**src/rtl/gf180mcu_clkdiv_gate.sv**
```systemverilog
// ---------------------------------------------------------------------------
// gf180mcu_clkdiv_gate
//
// Programmable integer clock divider with glitch-free start/stop. Z is the
// source clock for the downstream clock buffer tree. Every output comes
// straight from a CLK flop, so no combinational path from CLK reaches Z.
// A new ratio is picked up only when one period ends and the next begins,
// so Z never produces a runt pulse. The one exception is RST, which forces
// Z low immediately.
//
// Divide ratio N = DIV+1, giving 2..2^WIDTH. DIV=0 is treated as N=2.
// Z is high for floor(N/2) cycles and low for the rest of the period.
//
// Ports:
//   CLK   in   1      source clock, rising-edge state updates
//   RST   in   1      asynchronous active-high reset
//   EN    in   1      run request, sampled on CLK
//   DIV   in   WIDTH  ratio code (N = DIV+1)
//   Z     out  1      divided clock
//   BUSY  out  1      high while running
//   TICK  out  1      one-CLK pulse on the first source cycle of each period
//
// Optional feature macro: GF180_CLKDIV_DUTY50_EN
//   When defined, a falling-edge flop stretches Z half a CLK period into the
//   low phase for odd ratios, which gives an exact 50% duty cycle. Even
//   ratios, TICK and BUSY are unaffected.
// ---------------------------------------------------------------------------
module gf180mcu_clkdiv_gate #(
  parameter int WIDTH = 4
) (
  input  logic             CLK,
  input  logic             RST,
  input  logic             EN,
  input  logic [WIDTH-1:0] DIV,
  output logic             Z,
  output logic             BUSY,
  output logic             TICK
);

  typedef enum logic {
    IDLE = 1'b0,
    RUN  = 1'b1
  } state_e;

  localparam logic [WIDTH:0] ONE = {{WIDTH{1'b0}}, 1'b1};
  localparam logic [WIDTH:0] TWO = {{(WIDTH-1){1'b0}}, 2'b10};

  state_e           state_q;
  logic [WIDTH-1:0] cnt_q;
  // The shadow ratio needs one extra bit so that N = 2^WIDTH fits.
  logic [WIDTH:0]   nSh_q;
  logic             z_q;
  logic             busy_q;
  logic             tick_q;

  logic [WIDTH:0]   cntInc;
  logic [WIDTH:0]   halfN;
  logic [WIDTH:0]   nReq;
  logic             lastCount;

  // cnt is widened to WIDTH+1 bits before the increment. At N = 2^WIDTH the
  // counter then reaches its all-ones code with no wrap-around in the compare.
  always_comb begin
    cntInc    = {1'b0, cnt_q} + ONE;
    halfN     = nSh_q >> 1;
    nReq      = (DIV == '0) ? TWO : ({1'b0, DIV} + ONE);
    lastCount = ({1'b0, cnt_q} == (nSh_q - ONE));
  end

  // Single FSM flop block with registered outputs. The ratio is sampled only
  // on start and on wrap, so a DIV change mid-period waits for the next period.
  always_ff @(posedge CLK or posedge RST) begin
    if (RST) begin
      state_q <= IDLE;
      cnt_q   <= '0;
      nSh_q   <= TWO;
      z_q     <= 1'b0;
      busy_q  <= 1'b0;
      tick_q  <= 1'b0;
    end else begin
      unique case (state_q)
        IDLE: begin
          if (EN) begin
            state_q <= RUN;
            nSh_q   <= nReq;
            cnt_q   <= '0;
            z_q     <= 1'b1;
            tick_q  <= 1'b1;
            busy_q  <= 1'b1;
          end else begin
            z_q     <= 1'b0;
            tick_q  <= 1'b0;
            busy_q  <= 1'b0;
          end
        end
        RUN: begin
          if (!lastCount) begin
            cnt_q  <= cntInc[WIDTH-1:0];
            z_q    <= (cntInc < halfN);
            tick_q <= 1'b0;
          end else if (EN) begin
            // EN seen on the final low cycle continues straight into a new period.
            cnt_q  <= '0;
            nSh_q  <= nReq;
            z_q    <= 1'b1;
            tick_q <= 1'b1;
          end else begin
            // Stop only at the period boundary, so no phase is ever truncated.
            state_q <= IDLE;
            cnt_q   <= '0;
            z_q     <= 1'b0;
            tick_q  <= 1'b0;
            busy_q  <= 1'b0;
          end
        end
        default: state_q <= IDLE;
      endcase
    end
  end

  assign BUSY = busy_q;
  assign TICK = tick_q;

`ifdef GF180_CLKDIV_DUTY50_EN
  // The falling-edge copy of the high phase holds Z for half a cycle past the
  // last high rising-edge cycle. It does this only for odd ratios. Both inputs
  // of the OR are 1 across the z_q falling edge, so Z does not glitch.
  logic zFall_q;

  always_ff @(negedge CLK or posedge RST) begin
    if (RST) begin
      zFall_q <= 1'b0;
    end else begin
      zFall_q <= z_q & nSh_q[0];
    end
  end

  assign Z = z_q | zFall_q;
`else
  assign Z = z_q;
`endif

endmodule
```
**config.mk**
```make
export PLATFORM = sky130hd
export DESIGN_NAME = gf180mcu_clkdiv_gate
export DESIGN_NICKNAME = d
export VERILOG_FILES = /design/src/rtl/gf180mcu_clkdiv_gate.sv
export SDC_FILE = /design/constraint.sdc
export NUM_CORES = 1
export LEC_CHECK = 0
export ABC_CLOCK_PERIOD_IN_PS = 2200
export CORE_MARGIN = 1
export CORE_UTILIZATION = 47
export DETAILED_ROUTE_END_ITERATION = 12
export MAX_ROUTING_LAYER = met4
export PLACE_DENSITY = 0.72
export RECOVER_POWER = 100
export SKIP_CTS_REPAIR_TIMING = 1
export SYNTH_ARGS = -nofsm -noshare
export SYNTH_HDL_FRONTEND = slang
export SYNTH_SLANG_ARGS = --single-unit
```
**constraint.sdc**
```tcl
create_clock -name CLK -period 2.2 [get_ports CLK]
set_clock_uncertainty 0.05 [all_clocks]
set_input_delay 0.44 -clock CLK [delete_from_list [all_inputs] [get_ports CLK]]
set_output_delay 0.44 -clock CLK [all_outputs]
set_load 0.005 [all_outputs]
```
==> flow_summary.yaml <==
status:
  run_status: "finished clean"
synth:
  synth.distinct_cells: 29
  synth-seq-cells: 13
  syn_area_sq_um: 838.3
  ys.warnings.count: 0
  netlist_instances: 79
  synthArstFlopShare_pct: 100.0
  synth_nets: 93
  seq_area_frac_synth_pct: 38.96
  synth-main-ff-cell: "dfrtp_1"
  synth_edf_count: 0
  avgSynthCellArea_sq_um: 10.61
placement:
  dp_cells: 108
  place.gp.congestion: 0.7628
  dp_slack_ns: -0.01661
  dp_hpwl_mm: 1.274
  port_buffers: 9
layout:
  mostFrequentLayoutCells: "12 x dfrtp_1, 10 x inv_1, 7 x ha_1"
  layout_commonest_cell: "dfrtp_1"
  area_growth_syn_to_layout_pct: 20.75
  fin_nets: 112
  antenna-diode-count: 0
  stdcell_count: 113
  drive_above_1_share_pct: 15.46
  final.fill_count: 126
pwr:
  p_total_mw: 1.603
  peakVddDrop_uv: 821.9
  power_switching_mw: 0.6433
  seqPwrFrac_pct: 29.7
  p_per_area_nw_per_um2: 1584
  p_int_mw: 0.9601
  power_frac_comb_pct: 60.5
  pwr-share-clk_pct: 9.9
  sw_frac_of_total_pct: 40.12
  power.leakage_nw: 0.4660
global_routing:
  grt_pass1_wl_mm: 2.856
  antenna_found_initial: 0
  grt_pass1_vias: 666
  grt.overflow.total: 0
  grt_max_degree: 14
  grt_use_total_pct: 21.25
drt:
  routed_wirelength_mm: 1.608
  postRouteAntennaNets: 0
  routedWlPerCell_um: 14.23
  drtIter0Drc: 23
  first_pass_iters: 4
  route.vias.total: 623
  vias_per_cell: 5.513
  drc: 0
timing:
  worst_slack_ns: 0.04927
  post-route-min-period_ns: 2.151
  hold_violations: 0
  slew_violations: 0
  worst_slew_pin_slew_ns: 0.4900
  final.period_utilization_pct: 97.76
  fin_setup_tns_ns: 0
  relSlewSlack_pct: 67.30
  setup_viol: 0
  rsz0062_at_grt: "no"
  fmax_mhz: 465.0
critical_path:
  crit_arrival_ns: 2.27
  crit_start: "nSh_q[1]"
  r2r_start: "nSh_q[1]"
  crit_fanout: 4
  cp-end-kind: "flip-flop"
  cp_data_required_time_ns: 2.32
  cp-start-kind: "flip-flop"
  path_class: "reg2reg"
cts:
  cts.root.buffer_cell: "clkbuf_4"
  clk_pin_slew_ns: 0.09
  cts_buffer_depth: 2
  cts_sinks: 13
  cts_htree_levels: 1
  numCtsBuffers: 3
  cts_tree: "done"
  clk-insertion-delay-late_ns: 0.29
min_path:
  min_path_type: "reg2reg"
  hold_start: "nSh_q[1]"
job:
  maxCapViolCount: 0
die:
  io_pins: 10
  fp.dieH_um: 44.23
  initial_utilization_pct: 53.17
  rows: 14
  die_x_um: 44.23
  coreArea_sq_um: 1577
  dieArea_sq_um: 1956
[Yosys cell counts, drive strengths merged (2+ instances only)]
| library cell | count | share of area (%) |
|---|---|---|
| nand2b | 4 | 3.0 |
| o31ai | 2 | 1.8 |
| mux2i | 3 | 3.6 |
| xor2 | 4 | 4.2 |
| nand2 | 2 | 0.90 |
| inv | 10 | 4.5 |
| ha | 7 | 10 |
| nor2 | 4 | 1.8 |
| a22o | 2 | 2.1 |
| xnor2 | 4 | 4.2 |
| nand3 | 5 | 3.0 |
| o21ai | 3 | 1.8 |
| dfrtp | 12 | 36 |
| mux2 | 2 | 2.7 |
[through the flow]
step / util (%) / cell area [sq um] / hold WS (ns)
4_1_cts: 63.97 / 1008 / 0.4516
3_3_place_gp: 62.30 / 982.2 / 0.4473
3_5_place_dp: 62.30 / 982.2 / 0.4543
2_1_floorplan: - / 838.3 / 0.2662
5_1_grt: 64.21 / 1012 / 0.4862
6_report: 64.21 / 1012 / 0.4642
[state kept, by name (all words and copies together), names as in the netlist]
signal and count:
BUSY 1, TICK 1, Z 1, cnt_q 4, nSh_q 5, state_q 1
[routing by layer]
layer  vias up  GRT usage (%)  wire length (um)
li1        312              -                 -
met1       298          28.39               786
met2        11          32.65               749
met3         2          3.673                49
met4         0          7.273                22
met5         -              -                 0
[critical path, cell delays in order, from the launching register on]
cell and delay, ns:
dfstp_2 0.55, inv_1 0.05, ha_1 0.20, xor3_4 0.34, nand3b_1 0.23, o31a_2 0.39
a22o_1 0.24
[area by class of cell]
class / count / area, sq um / share of cell area, %
Multi-Input combinational cell: 55 / 470.5 / 46.48
Timing Repair Buffer: 15 / 131.4 / 12.98
Sequential cell: 13 / 326.6 / 32.26
Tap cell: 16 / 20.02 / 1.978
Inverter: 10 / 37.54 / 3.708
Clock buffer: 4 / 26.28 / 2.596
[power groups by stage]
stage	sequential [mW]	clock (mW)	combinational (mW)
floorplan	0.444	0	0.728
global placement	0.479	0	0.946
detailed placement	0.481	0	0.970
CTS	0.476	0.159	0.976
global route	0.492	0.174	1.09
finish	0.475	0.158	0.969
[kinds of logic after synthesis]
logic type / synth area share [%]
buffers and inverters: 4.925
adders and majority gates: 10.45
muxes: 6.269
xor gates and xnor gates: 11.64
DFF: 38.96
AOI/OAI and AO/OA: 15.67
and+or+nand+nor: 12.09
[path summary, 6_finish.rpt]
path,to,slack (ns),depth (start not counted)
max,cnt_q[1],0.05,6
min,nSh_q[1],0.46,2
max reg2reg,cnt_q[1],0.05,6
min reg2reg,nSh_q[1],0.46,2
max in group asynchronous,nSh_q[1],1.19,2
min in group asynchronous,nSh_q[3],0.55,2
Power figures use the tool's default switching activity.
